[src/rtl/fp_wire_pkg.sv]
// Shared types for fp_issue_seq and the fp_unit it drives.
// Queued requests carry tags up to SEQ_TAG_W_MAX bits; narrower TAG_W values are zero-extended.
package fp_wire;

  localparam int          SEQ_TAG_W_MAX = 16;
  localparam logic [31:0] FP_QNAN       = 32'h7FC0_0000;
  localparam logic [4:0]  FLAG_NV       = 5'b10000;

  typedef struct packed {
    logic       fmadd;
    logic       fmsub;
    logic       fnmsub;
    logic       fnmadd;
    logic       fadd;
    logic       fsub;
    logic       fmul;
    logic       fdiv;
    logic       fsqrt;
    logic       fsgnj;
    logic       fcmp;
    logic       fmax;
    logic       fclass;
    logic       fmv_i2f;
    logic       fmv_f2i;
    logic       fcvt_i2f;
    logic       fcvt_f2i;
    logic [1:0] fcvt_op;
  } fp_operation_type;

  localparam fp_operation_type init_fp_operation = '0;

  typedef struct packed {
    logic [31:0]      data1;
    logic [31:0]      data2;
    logic [31:0]      data3;
    logic [1:0]       fmt;
    logic [2:0]       rm;
    fp_operation_type op;
    logic             enable;
  } fp_exe_in_type;

  typedef struct packed {
    logic [31:0] result;
    logic [4:0]  flags;
    logic        ready;
  } fp_exe_out_type;

  typedef enum logic [1:0] {IDLE, ISSUE, WAIT, RESP} fp_seq_state_type;

  typedef struct packed {
    logic [31:0]              data1;
    logic [31:0]              data2;
    logic [31:0]              data3;
    logic [1:0]               fmt;
    logic [2:0]               rm;
    fp_operation_type         op;
    logic [SEQ_TAG_W_MAX-1:0] tag;
  } fp_seq_req_type;

endpackage

[src/rtl/fp_issue_seq_fifo.sv]
// Request FIFO for fp_issue_seq: power-of-two depth, naturally wrapping pointers.
module fp_seq_fifo
  import fp_wire::*;
#(
  parameter int DEPTH = 4
) (
  input  logic                     clock,
  input  logic                     reset,
  input  logic                     push_i,
  input  fp_seq_req_type           data_i,
  input  logic                     pop_i,
  output fp_seq_req_type           data_o,
  output logic                     full_o,
  output logic                     empty_o,
  output logic [$clog2(DEPTH):0]   count_o
);

  localparam int AW = $clog2(DEPTH);
  localparam int CW = AW + 1;

  fp_seq_req_type mem_q [DEPTH];
  logic [AW-1:0]  wr_ptr_q;
  logic [AW-1:0]  rd_ptr_q;
  logic [CW-1:0]  count_q;
  logic           push;
  logic           pop;

  assign full_o  = (count_q == CW'(DEPTH));
  assign empty_o = (count_q == '0);
  assign push    = push_i && !full_o;
  assign pop     = pop_i && !empty_o;
  assign data_o  = mem_q[rd_ptr_q];
  assign count_o = count_q;

  // NOTE: the payload array has no reset; pointers and count alone define which entries are valid.
  always_ff @(posedge clock) begin
    if (push) mem_q[wr_ptr_q] <= data_i;
  end

  always_ff @(posedge clock or negedge reset) begin
    if (!reset) begin
      wr_ptr_q <= '0;
      rd_ptr_q <= '0;
      count_q  <= '0;
    end else begin
      if (push) wr_ptr_q <= wr_ptr_q + AW'(1);
      if (pop)  rd_ptr_q <= rd_ptr_q + AW'(1);
      case ({push, pop})
        2'b10:   count_q <= count_q + CW'(1);
        2'b01:   count_q <= count_q - CW'(1);
        default: count_q <= count_q;
      endcase
    end
  end

endmodule

[src/rtl/fp_issue_seq.sv]
// Sequencer in front of fp_unit: queues requests, issues one at a time, and returns
// each result in order with sticky accumulated flags and a hang watchdog.
module fp_issue_seq
  import fp_wire::*;
#(
  parameter int DEPTH   = 4,
  parameter int TAG_W   = 4,
  parameter int TIMEOUT = 64
) (
  input  logic             clock,
  input  logic             reset,
  input  logic             req_valid,
  output logic             req_ready,
  input  logic [31:0]      req_data1,
  input  logic [31:0]      req_data2,
  input  logic [31:0]      req_data3,
  input  logic [1:0]       req_fmt,
  input  logic [2:0]       req_rm,
  input  fp_operation_type req_op,
  input  logic [TAG_W-1:0] req_tag,
  output fp_exe_in_type    fp_exe_i,
  input  fp_exe_out_type   fp_exe_o,
  output logic             rsp_valid,
  input  logic             rsp_ready,
  output logic [31:0]      rsp_result,
  output logic [4:0]       rsp_flags,
  output logic [TAG_W-1:0] rsp_tag,
  output logic [4:0]       fflags_acc,
  input  logic             fflags_clr,
  output logic             busy,
  output logic             timeout
);

  localparam int CNT_W = $clog2(TIMEOUT + 1);

  fp_seq_state_type       state_q, state_d;
  fp_seq_req_type         issue_q, issue_d;
  logic [CNT_W-1:0]       wait_cnt_q, wait_cnt_d;
  logic                   rsp_valid_q, rsp_valid_d;
  logic [31:0]            rsp_result_q, rsp_result_d;
  logic [4:0]             rsp_flags_q, rsp_flags_d;
  logic [TAG_W-1:0]       rsp_tag_q, rsp_tag_d;
  logic [4:0]             fflags_q, fflags_d;
  logic                   timeout_q, timeout_d;

  fp_seq_req_type         fifo_in, fifo_head;
  logic                   fifo_pop, fifo_full, fifo_empty, rsp_accept;
  logic [$clog2(DEPTH):0] fifo_count;

  always_comb begin
    fifo_in       = '0;
    fifo_in.data1 = req_data1;
    fifo_in.data2 = req_data2;
    fifo_in.data3 = req_data3;
    fifo_in.fmt   = req_fmt;
    fifo_in.rm    = req_rm;
    fifo_in.op    = req_op;
    fifo_in.tag   = SEQ_TAG_W_MAX'(req_tag);
  end

  fp_seq_fifo #(.DEPTH(DEPTH)) u_fifo (
    .clock   (clock),
    .reset   (reset),
    .push_i  (req_valid),
    .data_i  (fifo_in),
    .pop_i   (fifo_pop),
    .data_o  (fifo_head),
    .full_o  (fifo_full),
    .empty_o (fifo_empty),
    .count_o (fifo_count)
  );

  always_comb begin
    // NOTE: every next-state value defaults to its register first, so no branch can infer a latch.
    state_d      = state_q;
    issue_d      = issue_q;
    wait_cnt_d   = wait_cnt_q;
    rsp_valid_d  = rsp_valid_q;
    rsp_result_d = rsp_result_q;
    rsp_flags_d  = rsp_flags_q;
    rsp_tag_d    = rsp_tag_q;
    timeout_d    = timeout_q;
    fifo_pop     = 1'b0;
    rsp_accept   = 1'b0;
    unique case (state_q)
      IDLE: begin
        if (!fifo_empty) begin
          fifo_pop = 1'b1;
          issue_d  = fifo_head;
          state_d  = ISSUE;
        end
      end
      ISSUE, WAIT: begin
        wait_cnt_d = (state_q == ISSUE) ? '0 : wait_cnt_q + CNT_W'(1);
        if (fp_exe_o.ready) begin
          rsp_valid_d  = 1'b1;
          rsp_result_d = fp_exe_o.result;
          rsp_flags_d  = fp_exe_o.flags;
          rsp_tag_d    = issue_q.tag[TAG_W-1:0];
          state_d      = RESP;
        end else if (state_q == WAIT && wait_cnt_q == CNT_W'(TIMEOUT - 1)) begin
          // fp_unit is hung: answer with a canonical invalid result so the requester unblocks.
          timeout_d    = 1'b1;
          rsp_valid_d  = 1'b1;
          rsp_result_d = FP_QNAN;
          rsp_flags_d  = FLAG_NV;
          rsp_tag_d    = issue_q.tag[TAG_W-1:0];
          state_d      = RESP;
        end else begin
          state_d = WAIT;
        end
      end
      RESP: begin
        if (rsp_ready) begin
          rsp_valid_d = 1'b0;
          issue_d.op  = init_fp_operation;
          rsp_accept  = 1'b1;
          state_d     = IDLE;
        end
      end
      default: state_d = IDLE;
    endcase

    if (fflags_clr)      fflags_d = rsp_accept ? rsp_flags_q : '0;
    else if (rsp_accept) fflags_d = fflags_q | rsp_flags_q;
    else                 fflags_d = fflags_q;
  end

  always_ff @(posedge clock or negedge reset) begin
    if (!reset) begin
      state_q      <= IDLE;
      issue_q      <= '0;
      wait_cnt_q   <= '0;
      rsp_valid_q  <= 1'b0;
      rsp_result_q <= '0;
      rsp_flags_q  <= '0;
      rsp_tag_q    <= '0;
      fflags_q     <= '0;
      timeout_q    <= 1'b0;
    end else begin
      state_q      <= state_d;
      issue_q      <= issue_d;
      wait_cnt_q   <= wait_cnt_d;
      rsp_valid_q  <= rsp_valid_d;
      rsp_result_q <= rsp_result_d;
      rsp_flags_q  <= rsp_flags_d;
      rsp_tag_q    <= rsp_tag_d;
      fflags_q     <= fflags_d;
      timeout_q    <= timeout_d;
    end
  end

  always_comb begin
    fp_exe_i        = '0;
    fp_exe_i.data1  = issue_q.data1;
    fp_exe_i.data2  = issue_q.data2;
    fp_exe_i.data3  = issue_q.data3;
    fp_exe_i.fmt    = issue_q.fmt;
    fp_exe_i.rm     = issue_q.rm;
    fp_exe_i.op     = issue_q.op;
    fp_exe_i.enable = (state_q == ISSUE);
  end

  assign req_ready  = !fifo_full;
  assign rsp_valid  = rsp_valid_q;
  assign rsp_result = rsp_result_q;
  assign rsp_flags  = rsp_flags_q;
  assign rsp_tag    = rsp_tag_q;
  assign fflags_acc = fflags_q;
  assign timeout    = timeout_q;
  assign busy       = (state_q != IDLE) || (fifo_count != '0);

endmodule

[config.mk]
export PLATFORM = sky130hd
export DESIGN_NAME = fp_issue_seq
export DESIGN_NICKNAME = d
export VERILOG_FILES = /design/src/rtl/fp_wire_pkg.sv /design/src/rtl/fp_issue_seq_fifo.sv /design/src/rtl/fp_issue_seq.sv
export SDC_FILE = /design/constraint.sdc
export NUM_CORES = 1
export LEC_CHECK = 0
export ABC_AREA = 1
export BUFFER_PORTS_ARGS = -buffer_cell sky130_fd_sc_hd__buf_2
export CELL_PAD_IN_SITES_DETAIL_PLACEMENT = 0
export CELL_PAD_IN_SITES_GLOBAL_PLACEMENT = 1
export CORE_MARGIN = 2
export CORE_UTILIZATION = 49
export CTS_BUF_LIST = sky130_fd_sc_hd__clkbuf_8
export CTS_CLUSTER_DIAMETER = 60
export CTS_CLUSTER_SIZE = 24
export DETAILED_ROUTE_END_ITERATION = 6
export GPL_TIMING_DRIVEN = 0
export PLACE_DENSITY_LB_ADDON = 0.1
export SLEW_MARGIN = 30
export SYNTH_ARGS = -nofsm -noshare
export SYNTH_HDL_FRONTEND = slang
export SYNTH_HIERARCHICAL = 1
export SYNTH_SLANG_ARGS = --single-unit
[constraint.sdc]
create_clock -name clock -period 9 [get_ports clock]
set_clock_uncertainty 0.1 [all_clocks]
set_input_delay 1.8 -clock clock [delete_from_list [all_inputs] [get_ports clock]]
set_output_delay 1.8 -clock clock [all_outputs]
set_load 0.05 [all_outputs]
* Word-level counts from Yosys, hierarchy flattened
Memories as Yosys holds them, arrays and structs flattened.
Index checks and enable logic that the tools add are counted.
** Cells by class
- $add $sub $neg :: 5
- Equal/unequal tests :: 10
- Mux-type cells :: 29
- Bitwise gates (word level) :: 3
- Reduce and logical (&&, ||, !) cells :: 22
** Operators by type and width (count)
- $mux 32 :: 2
- $pmux 19 s2 :: 1
- $mux 35 :: 1
- $mux 5 :: 5
- $mux 19 :: 1
- $reduce_bool 2->1 :: 6
- $mux 1 :: 11
- $reduce_and 3->1 :: 3
- $mux 4 :: 2
- $add 7x1->7 const B :: 1
- $eq 7x6->1 const B :: 1
- $mux 7 :: 1
- $eq 2x2->1 const B :: 3
- $pmux 2 s3 :: 1
- $pmux 3 s2 :: 1
- $reduce_and 2->1 :: 3
- $or 5x5->5 :: 1
- $add 2x1->2 const B :: 2
- $eq 2x1->1 const B :: 2
- $mux 2 :: 2
- $ne 2x2->1 const B :: 2
- $add 3x1->3 const B :: 1
- $eq 3x3->1 const B :: 1
- $logic_and 1x1->1 :: 3
- 10 further kinds :: 12
** Word-level totals
- Register bits :: 200
- Bits in writable memories :: 496
- Output and inout port bits :: 171
- Word-level logic and storage cells :: 105
- Memories kept :: 1
** Memories
- u_fifo.mem_q :: words 4, width 124, rd ports 1, clocked after memory_dff 0, wr ports 1, RTL line fp_issue_seq_fifo.sv:21 : fp_seq_req_type mem_q [DEPTH];

* Depth between registers and ports, before layout
Gate-level depths: netlist (run 1).
- Depth in word-level cells :: 6
- Depth in mapped cells :: 16
- Gate-level depth less buffers :: 14

* Hierarchy
The synthesis (run 1) kept the hierarchy.
** Modules (own cells, without submodules)
- fp_seq_fifo :: times used 1, cells an instance 1648, area each 21843.4 um^2, seq. area each 16510.8 um^2
- fp_issue_seq :: times used 1, cells an instance 923, area each 8260.4 um^2, seq. area each 4529.3 um^2

* Worst setup path after synthesis (run 1)
OpenSTA, ideal clock, no wires.
- Kind :: input -> register
- Start point :: in req_valid
- End point :: mem u_fifo/mem_q[0][0] (netlist bit), enable pin
- Library setup time :: 0.634 ns
- Data arrival time :: 7.598 ns
- Required time :: 8.266 ns
- Setup slack :: 0.668 ns
- Cell stages on the path :: 2
- Path through :: nand2_1 nor2_1
** On the way
- Cells in the longest elaborated chain, start to end :: 3
** Ends and longest elaborated chain
- from (decl) :: RTL line fp_issue_seq.sv:12 : input logic req_valid,
- $logic_and 1x1->1 :: RTL line fp_issue_seq_fifo.sv:30 : assign push = push_i && !full_o;
- $mux 1 :: RTL line fp_issue_seq_fifo.sv:37 : if (push) mem_q[wr_ptr_q] <= data_i;
- $mux 1 (implied by the code) :: RTL line fp_issue_seq_fifo.sv:37
- to (decl) :: RTL line fp_issue_seq_fifo.sv:21
No other way between the ends.

* Worst setup path in the final report (run 1)
- Start point :: reg state_q[0]
- End point :: out busy
** On the way
- Cells in the longest elaborated chain, start to end :: 2
** Ends and longest elaborated chain
- from (decl) :: RTL line fp_issue_seq.sv:36 : fp_seq_state_type state_q, state_d;
- from (signal assigned) :: RTL line fp_issue_seq.sv:141 : state_q <= state_d;
- $reduce_bool 2->1 :: RTL line fp_issue_seq.sv:171 : assign busy = (state_q != IDLE) || (fifo_count != '0);
- $logic_or 1x1->1 :: RTL line fp_issue_seq.sv:171
- to (decl) :: RTL line fp_issue_seq.sv:30 : output logic busy,
No other way between the ends.

==> results.sh, run 1 <==
export IMPL_floorplan_die_area_um2=59600
export IMPL_hold_path_class="reg2reg"
export IMPL_fin_crit_sh_pct=40.5
export IMPL_layer_with_the_highest_usage="met2"
export IMPL_cts_tree="yes"
export IMPL_ratio_of_routed_vias_to_standard_cells=4.97
export IMPL_area_growth_pct=16.7
export IMPL_core_area_um2=57400
export IMPL_ir_drop_mv=0.235
export IMPL_min_delay_start="rsp_result[1]"
export IMPL_outcome="complete, no violations"
export IMPL_syn_inst=2438
export IMPL_syn_mean_instance_area_um2=11.6
export IMPL_first_global_vias=17800
export IMPL_place_area_um2=31800
export IMPL_final_hold_fails=0
export IMPL_clk_path_buf_depth=3
export IMPL_rr_startpoint="u_fifo/count_o[0]"
export IMPL_slew_limit_headroom_pct=53.6
export IMPL_post_route_cells_drive_above_1_share_pct=24.1
export IMPL_clock_fmax_mhz=274
export IMPL_netlist_area_um2=28300
export IMPL_final_cells=3666
export IMPL_global_route_usage_total_pct=22.8
export IMPL_final_area_um2=33000
export IMPL_placed_insts=3573
export IMPL_post_route_worst_setup_slack_ps=5360
export IMPL_io_buffers=337
export IMPL_antenna_violations_before_repair=14
export IMPL_detail_route_iter0_violations=1221
export IMPL_final_nets=3036
export IMPL_setup_viol=0
export IMPL_layout_min_cycle_time_ps=3640
export IMPL_dieHeight_um=244
export IMPL_wl_per_cell_um=18.6
export IMPL_synth_net_count=2616
export IMPL_worst_pin_slew_ps=694
export IMPL_drtAntennaViolNets=0
export IMPL_worst_endpoint_required_ps=7100
export IMPL_worstSkewPairLatency_ps=670
export IMPL_cp_data_arrival_time_ps=1740
export IMPL_post_cts_repair_setup_buffers=0
export IMPL_die_w_um=244
export IMPL_grt_max_degree=73
export IMPL_first_pass_iters=5
export IMPL_clk_pin_slew_worst_paths_ps=110
export IMPL_grt_first_pass_wirelength_mm=103
export IMPL_worst_setup_path_type="reg2out"
export IMPL_start_util_pct=49.3
export IMPL_grt_use_met2_pct=38.9
export IMPL_synth_yosys_warnings=6
export IMPL_cts_root_buf="sky130_fd_sc_hd__clkbuf_8"
export IMPL_drv_max_cap_violation_count=0
export IMPL_worstSetupStartpoint="state_q[0]"
export IMPL_max_slew_violation_count=0
export IMPL_cts_hold_repair_buffers=0
export IMPL_routabilityCongestion=0.789
export IMPL_count_of_standard_cell_rows=88
export IMPL_wirelength_mm=68.1
export IMPL_gr_util_met1_pct=30.6
export IMPL_cts_sink_count=684
export IMPL_dr_total_vias=18200
export IMPL_cts_repair_resized=0
export IMPL_grt_setup_unrepaired="false"
export IMPL_remaining_drc_errors=0
export IMPL_leakage_nw=14.7
export IMPL_start_kind="flop"
export IMPL_power_per_cell_area_nw_per_um2=363
export IMPL_postLayoutCoreUtil_pct=57.5
export IMPL_total_grt_overflow=0
export IMPL_cts_htree_levels=2
export IMPL_grt_met3_usage_pct=4.40
export IMPL_io_pins=338
export IMPL_path_max_fanout=3
export IMPL_post_place_ws_ps=4790
export IMPL_dp_hpwl_mm=46.6
export IMPL_setup_worst_path_end_class="output port"
export IMPL_cts_buffers=48
-- per-stage QoR --
| step | hold WS, ps | power (W) | setup TNS (ps) |
|---|---|---|---|
| floorplan | 343 | 0.00862 | 0 |
| global placement | 349 | 0.0102 | -1899320 |
| detailed placement | 354 | 0.0103 | 0 |
| CTS | 380 | 0.0121 | 0 |
| global route | 400 | 0.0127 | 0 |
| finish | 377 | 0.0120 | 0 |
-- critical path: stages (launching register included) --
cell and delay, ps:
sky130_fd_sc_hd__dfrtp_1 390, sky130_fd_sc_hd__inv_1 80, sky130_fd_sc_hd__ha_1 240, sky130_fd_sc_hd__nand2_1 90
sky130_fd_sc_hd__buf_2 270
-- placed cells by master (no fill, tap or decap), types with 7 or more instances in the layout --
cell type                    n
sky130_fd_sc_hd__clkinv_8    7
sky130_fd_sc_hd__edfxtp_1  496
sky130_fd_sc_hd__inv_1     315
sky130_fd_sc_hd__ha_1       10
sky130_fd_sc_hd__clkbuf_8   49
sky130_fd_sc_hd__buf_1      14
sky130_fd_sc_hd__dfrtp_1   188
sky130_fd_sc_hd__nand3_2    10
sky130_fd_sc_hd__buf_16     31
sky130_fd_sc_hd__nand3_1    52
sky130_fd_sc_hd__o21ai_0    21
sky130_fd_sc_hd__nand2_1   772
sky130_fd_sc_hd__inv_6      12
sky130_fd_sc_hd__clkbuf_1   43
sky130_fd_sc_hd__o21ai_2    14
sky130_fd_sc_hd__nor2_1     19
sky130_fd_sc_hd__inv_8       8
sky130_fd_sc_hd__o211ai_1  248
sky130_fd_sc_hd__buf_4     120
sky130_fd_sc_hd__buf_6      18
sky130_fd_sc_hd__buf_2     390
sky130_fd_sc_hd__a21oi_2    10
-- registers in the layout (all words and copies together) (netlist names), 3 cells and up --
register and count:
fflags_acc 5, wait_cnt_q 7, u_fifo/count_o 3, issue_q 4, rsp_flags 5, rsp_tag 4
u_fifo/mem_q 496, fp_exe_i 120, rsp_result 32
-- power breakdown --
part	internal, W	switching (W)	leakage, nW
clock network	0.000630	0.00114	0.567
registers	0.00426	0.000297	6.88
logic	0.00172	0.00391	7.27
total	0.00662	0.00535	14.7
-- per-layer routing --
| metal | wire [µm] | part of all wire, % |
|---|---|---|
| met4 | 1310 | 1.9 |
| met3 | 3930 | 5.8 |
| met1 | 29400 | 43 |
| met2 | 33400 | 49 |
| met5 | 133 | 0.20 |
-- worst paths after layout --
path | cells past startpoint | endpoint | slack (ps)
setup / recovery | 4 | busy | 5360
setup reg to reg | 15 | u_fifo/count_o[2] | 5650
min in group asynchronous | 1 | fp_exe_i[90] | 1000
hold / removal | 2 | rsp_result[1] | 380
max in group asynchronous | 2 | fp_exe_i[35] | 7020
hold reg to reg | 2 | rsp_result[1] | 380
-- layout make-up --
type | instances | area [µm²]
antenna | 5 | 12.5
buffer | 250 | 1610
clock buffer | 49 | 674
clock inverter | 39 | 448
fill | 4874 | 24400
inverter | 319 | 1200
multi-input combinational | 1185 | 5880
sequential | 684 | 19600
tap | 765 | 957
timing repair buffer | 370 | 2580
(Power assumes the default switching activity.)
==> run 2, diff against run 1 <==
- clock period: 9 -> 3.7 ns (I/O delays scaled with it)
==> results.sh, run 2 (synthesis gave the netlist of run 1 again) <==
export IMPL_postLayoutCoreUtil_pct=57.4
export IMPL_drtAntennaViolNets=0
export IMPL_routabilityCongestion=0.788
export IMPL_net_sw_share_pct=44.6
export IMPL_worst_endpoint_required_ps=4160
export IMPL_final_hold_fails=0
export IMPL_crit_path_end="u_fifo/count_o[2]"
export IMPL_multi_input_gate_area_in_the_final_layout_um2=5880
export IMPL_io_buffers=337
export IMPL_worstRegToRegCells=15
export IMPL_min_delay_start="req_data2[2]"
export IMPL_area_growth_pct=16.5
export IMPL_wl_per_cell_um=18.6
export IMPL_fin_crit_sh_pct=91.9
export IMPL_final_area_um2=32900
export IMPL_most_frequent_standard_cell_in_the_layout_excluding_fill_and_tap_cells="sky130_fd_sc_hd__nand2_1"
export IMPL_sequentialPowerShare_pct=38.3
export IMPL_floorplan_die_area_um2=59600
export IMPL_die_w_um=244
export IMPL_io_pins=338
export IMPL_worst_r2r_endpoint="u_fifo/count_o[2]"
export IMPL_rr_startpoint="u_fifo/count_o[1]"
export IMPL_first_pass_iters=5
export IMPL_power_net_switching_w=0.0129
export IMPL_share_of_power_burned_in_the_clock_network_pct=14.5
export IMPL_hold_path_class="in2reg"
export IMPL_worstSkewPairLatency_ps=680
export IMPL_placed_insts=3572
export IMPL_place_area_um2=31800
export IMPL_slew_limit_headroom_pct=51.0
export IMPL_first_global_vias=18000
export IMPL_total_grt_overflow=0
export IMPL_leakage_nw=14.7
export IMPL_grt_max_degree=80
export IMPL_ratio_of_routed_vias_to_standard_cells=4.97
export IMPL_cts_tree="yes"
export IMPL_largest_register_by_flop_count="u_fifo/mem_q"
export IMPL_clock_fmax_mhz=294
export IMPL_worstSetupStartpoint="u_fifo/count_o[1]"
export IMPL_ir_drop_mv=0.576
export IMPL_start_util_pct=49.3
export IMPL_drv_max_cap_violation_count=0
export IMPL_outcome="complete, no violations"
export IMPL_setup_viol=0
export IMPL_dr_total_vias=18300
export IMPL_clk_pin_slew_worst_paths_ps=130
export IMPL_start_kind="flop"
export IMPL_register_area_um2=19600
export IMPL_count_of_standard_cell_rows=88
export IMPL_detail_route_iter0_violations=1136
export IMPL_layout_min_cycle_time_ps=3400
export IMPL_final_cells=3675
export IMPL_dp_hpwl_mm=46.5
export IMPL_remaining_drc_errors=0
export IMPL_grt_first_pass_wirelength_mm=105
export IMPL_p_int_w=0.0161
export IMPL_dieHeight_um=244
export IMPL_post_route_cells_drive_above_1_share_pct=24.1
export IMPL_most_frequent_cells_in_the_layout="sky130_fd_sc_hd__nand2_1 (772), sky130_fd_sc_hd__edfxtp_1 (496), sky130_fd_sc_hd__buf_2 (390), sky130_fd_sc_hd__inv_1 (314), sky130_fd_sc_hd__o211ai_1 (248)"
export IMPL_r2r_setup_slk_ps=300
export IMPL_wirelength_mm=68.3
export IMPL_global_route_usage_total_pct=23.0
export IMPL_power_combinational_fraction_pct=47.2
export IMPL_cp_data_arrival_time_ps=3860
export IMPL_path_max_fanout=12
export IMPL_cts_sink_count=684
export IMPL_worst_pin_slew_ps=735
export IMPL_power_per_cell_area_nw_per_um2=881
export IMPL_clk_path_buf_depth=3
export IMPL_cts_root_buf="sky130_fd_sc_hd__clkbuf_8"
export IMPL_grt_setup_unrepaired="false"
export IMPL_antenna_violations_before_repair=15
export IMPL_worst_setup_path_type="reg2reg"
export IMPL_final_nets=3036
export IMPL_core_area_um2=57400
export IMPL_num_fill_cells=4940
export IMPL_setup_worst_path_end_class="flop"
export IMPL_cts_buffers=48
export IMPL_number_of_flip_flops_in_the_largest_register=496
export IMPL_cts_htree_levels=2
export IMPL_max_slew_violation_count=0
[run 2: cell count changes in the layout (fill, tap and decap cells not counted), sizes merged]
cell         change
clkinv           +5
inv              -9
dlygate4sd3      +1
clkbuf           +2
diode            +9
clkinvlp         +2
buf              -1
[run 2: routing by layer]
layer  up-vias  GRT usage [%]  part of all wire, %
met1      8884           31.4                   44
met4         8           6.67                  2.5
met2       441           38.4                   48
met3        98           3.63                  5.5
li1       8836              -                    -
met5         -              0                0.073
[run 2: how the worst min path moves through the flow]
stage	slack, ps	endpoint	cells past startpoint
after floorplan	340	fflags_acc[0]	0
after global placement	350	rsp_result[6]	2
after detailed placement	350	rsp_result[20]	2
after CTS	90	u_fifo/mem_q[0][38]	1
after global routing	100	u_fifo/mem_q[3][129]	1
final	150	u_fifo/mem_q[2][74]	1
[run 2: cell type report]
cell class / count / area share (%)
flip-flops and latches: 684 / 59.5
multi-input cells: 1185 / 17.9
repair buffers: 370 / 7.82
plain buffers: 250 / 4.88
inverters: 319 / 3.64
well taps: 765 / 2.91
clock buffers: 51 / 2.13
clock inverters: 37 / 1.12
diodes: 14 / 0.106
[run 2: repair_timing]
| action | CTS | global route |
|---|---|---|
| buffers inserted | 0 | 0 |
| gates resized for setup | 0 | 0 |
| endpoints found under the hold margin | 47 | 0 |
| hold buffers | 1 | 0 |
| setup endpoints to repair | 0 | 0 |
[run 2: per-stage QoR]
stage                     worst slack, ps  hold slack (ps)  TNS (ps)  power (W)
after CTS                             305             87.4         0     0.0293
after global placement              -4130              350  -2334590     0.0246
final                                 298              146         0     0.0290
after floorplan                     -1000              343   -497340     0.0209
after global routing                 82.7             98.3         0     0.0309
after detailed placement              316              354         0     0.0251
[run 2: power groups by stage]
stage | sequential [W] | combinational [W] | clock (W)
after floorplan | 0.0121 | 0.00882 | 0
after global placement | 0.0115 | 0.0131 | 0
after detailed placement | 0.0113 | 0.0139 | 0
after CTS | 0.0111 | 0.0139 | 0.00433
after global routing | 0.0113 | 0.0149 | 0.00464
final | 0.0111 | 0.0137 | 0.00420
[run 2: worst max-delay path: stages, from the launching register on]
cell and delay (ps):
sky130_fd_sc_hd__dfrtp_1 390, sky130_fd_sc_hd__inv_1 100, sky130_fd_sc_hd__nand3_1 220, sky130_fd_sc_hd__inv_1 160
sky130_fd_sc_hd__nor2_2 330, sky130_fd_sc_hd__buf_2 450, sky130_fd_sc_hd__buf_2 390, sky130_fd_sc_hd__nand2_1 140
sky130_fd_sc_hd__inv_1 100, sky130_fd_sc_hd__ha_1 170, sky130_fd_sc_hd__inv_1 70, sky130_fd_sc_hd__fa_1 380
sky130_fd_sc_hd__nand2_1 100, sky130_fd_sc_hd__nand3_1 80, sky130_fd_sc_hd__nand2_1 60, sky130_fd_sc_hd__nand2_1 50
==> run 3, diff against run 2 <==
- CORE_UTILIZATION: 49 -> 40
- GPL_TIMING_DRIVEN: 0 -> unset
==> results.sh, run 3 (synthesis gave the netlist of run 1 again) <==
export IMPL_clk_pin_slew_worst_paths_ps=140
export IMPL_first_global_vias=16600
export IMPL_num_fill_cells=6631
export IMPL_start_util_pct=40.3
export IMPL_dieHeight_um=270
export IMPL_leakage_nw=13.6
export IMPL_worst_setup_path_type="reg2out"
export IMPL_worstSkewPairLatency_ps=710
export IMPL_grt_first_pass_wirelength_mm=100
export IMPL_rr_startpoint="u_fifo/count_o[2]"
export IMPL_dp_hpwl_mm=37.1
export IMPL_count_of_standard_cell_rows=97
export IMPL_total_grt_overflow=0
export IMPL_most_frequent_cells_in_the_layout="sky130_fd_sc_hd__nand2_1 (772), sky130_fd_sc_hd__edfxtp_1 (496), sky130_fd_sc_hd__buf_2 (336), sky130_fd_sc_hd__inv_1 (315), sky130_fd_sc_hd__o211ai_1 (248)"
export IMPL_io_pins=338
export IMPL_placed_insts=3491
export IMPL_largest_register_by_flop_count="u_fifo/mem_q"
export IMPL_wirelength_mm=64.6
export IMPL_grt_setup_unrepaired="false"
export IMPL_drv_max_cap_violation_count=0
export IMPL_most_frequent_standard_cell_in_the_layout_excluding_fill_and_tap_cells="sky130_fd_sc_hd__nand2_1"
export IMPL_clk_path_buf_depth=3
export IMPL_outcome="complete, no violations"
export IMPL_core_area_um2=70000
export IMPL_crit_path_end="busy"
export IMPL_worst_pin_slew_ps=884
export IMPL_final_cells=3597
export IMPL_post_cts_repair_setup_buffers=0
export IMPL_hold_path_class="in2reg"
export IMPL_worstRegToRegCells=9
export IMPL_cts_root_buf="sky130_fd_sc_hd__clkbuf_8"
export IMPL_worstSetupStartpoint="state_q[0]"
export IMPL_worst_r2r_endpoint="fp_exe_i[13]"
export IMPL_clock_fmax_mhz=377
export IMPL_cts_repair_resized=0
export IMPL_max_slew_violation_count=0
export IMPL_cts_htree_levels=2
export IMPL_r2r_setup_slk_ps=1310
export IMPL_path_max_fanout=3
export IMPL_cp_data_arrival_time_ps=1820
export IMPL_power_per_cell_area_nw_per_um2=873
export IMPL_die_w_um=270
export IMPL_number_of_flip_flops_in_the_largest_register=496
export IMPL_cts_tree="yes"
export IMPL_io_buffers=337
export IMPL_grt_max_degree=126
export IMPL_cts_hold_repair_buffers=1
export IMPL_global_route_usage_total_pct=17.8
export IMPL_antenna_violations_before_repair=24
export IMPL_detail_route_iter0_violations=844
export IMPL_area_growth_pct=10.6
export IMPL_cts_sink_count=684
export IMPL_post_route_cells_drive_above_1_share_pct=19.3
export IMPL_final_area_um2=31300
export IMPL_cts_buffers=53
export IMPL_ir_drop_mv=0.884
export IMPL_routabilityCongestion=0.769
export IMPL_final_hold_fails=0
export IMPL_fin_crit_sh_pct=71.8
export IMPL_place_area_um2=30000
export IMPL_remaining_drc_errors=0
export IMPL_setup_viol=0
export IMPL_worst_endpoint_required_ps=2860
export IMPL_drtAntennaViolNets=0
export IMPL_totalNegativeSetupSlack_ps=0
export IMPL_register_area_um2=19600
export IMPL_floorplan_die_area_um2=72800
export IMPL_first_pass_iters=4
export IMPL_setup_worst_path_end_class="output port"
export IMPL_multi_input_gate_area_in_the_final_layout_um2=5880
export IMPL_final_nets=2785
export IMPL_dr_total_vias=17000
export IMPL_slew_limit_headroom_pct=41.1
export IMPL_layout_min_cycle_time_ps=2660
export IMPL_start_kind="flop"
export IMPL_wl_per_cell_um=18.0
export IMPL_post_place_ws_ps=1250
export IMPL_ratio_of_routed_vias_to_standard_cells=4.72
export IMPL_post_route_worst_setup_slack_ps=1040
run 3: changes by cell type in the layout (fill, tap and decap cells not counted), moves of 5 or more:
cell	before	now
sky130_fd_sc_hd__buf_4	120	11
sky130_fd_sc_hd__buf_2	390	336
sky130_fd_sc_hd__clkbuf_1	43	0
sky130_fd_sc_hd__buf_16	31	0
sky130_fd_sc_hd__buf_6	18	0
sky130_fd_sc_hd__buf_1	14	0
sky130_fd_sc_hd__buf_12	1	15
sky130_fd_sc_hd__diode_2	14	5
sky130_fd_sc_hd__clkbuf_8	51	57
sky130_fd_sc_hd__clkinv_8	3	8
run 3: cell type report:
| cell class | instances | share of cell area [%] |
|---|---|---|
| diodes | 5 | 0.0400 |
| clock buffers | 57 | 2.51 |
| clock inverters | 43 | 1.57 |
| inverters | 319 | 3.88 |
| multi-input cells | 1185 | 18.8 |
| flip-flops and latches | 684 | 62.7 |
| well taps | 940 | 3.76 |
| repair buffers | 364 | 6.69 |
run 3: worst max-delay path, cell delays in order (launching register included):
cell	delay (ps)
sky130_fd_sc_hd__dfrtp_1	400
sky130_fd_sc_hd__inv_1	100
sky130_fd_sc_hd__ha_1	240
sky130_fd_sc_hd__nand2_1	100
sky130_fd_sc_hd__buf_2	290
run 3: power breakdown:
| part | internal (W) | switching, W |
|---|---|---|
| logic | 0.00278 | 0.00863 |
| registers | 0.0104 | 0.000811 |
| clock network | 0.00178 | 0.00290 |
| total | 0.0149 | 0.0123 |
run 3: how the worst min path moves through the flow:
stage	startpoint	endpoint	slack, ps	cells past startpoint
final	req_data2[3]	u_fifo/mem_q[2][75]	140	1
after global routing	req_data2[4]	u_fifo/mem_q[3][76]	70	1
after CTS	req_data2[3]	u_fifo/mem_q[2][75]	50	1
after detailed placement	rsp_result[1]	rsp_result[1]	350	2
after global placement	rsp_result[1]	rsp_result[1]	350	2
after floorplan	reset	fflags_acc[0]	340	0
run 3: routing by layer:
layer  vias to the layer above  track usage, %  wire length (µm)
li1                       8337               -                 -
met1                      8196            23.2             28700
met2                       307            30.1             31300
met3                        99            4.26              3350
met4                        26            4.06              1120
met5                         -               0               160
run 3: metrics by stage:
stage          total power (W)  hold slack, ps  utilization, %
6_report                0.0273             136            44.6
5_1_grt                 0.0292            68.6            44.6
4_1_cts                 0.0278            53.7            44.6
3_5_place_dp            0.0230             353            42.8
3_3_place_gp            0.0229             348            42.8
2_1_floorplan           0.0209             343               -
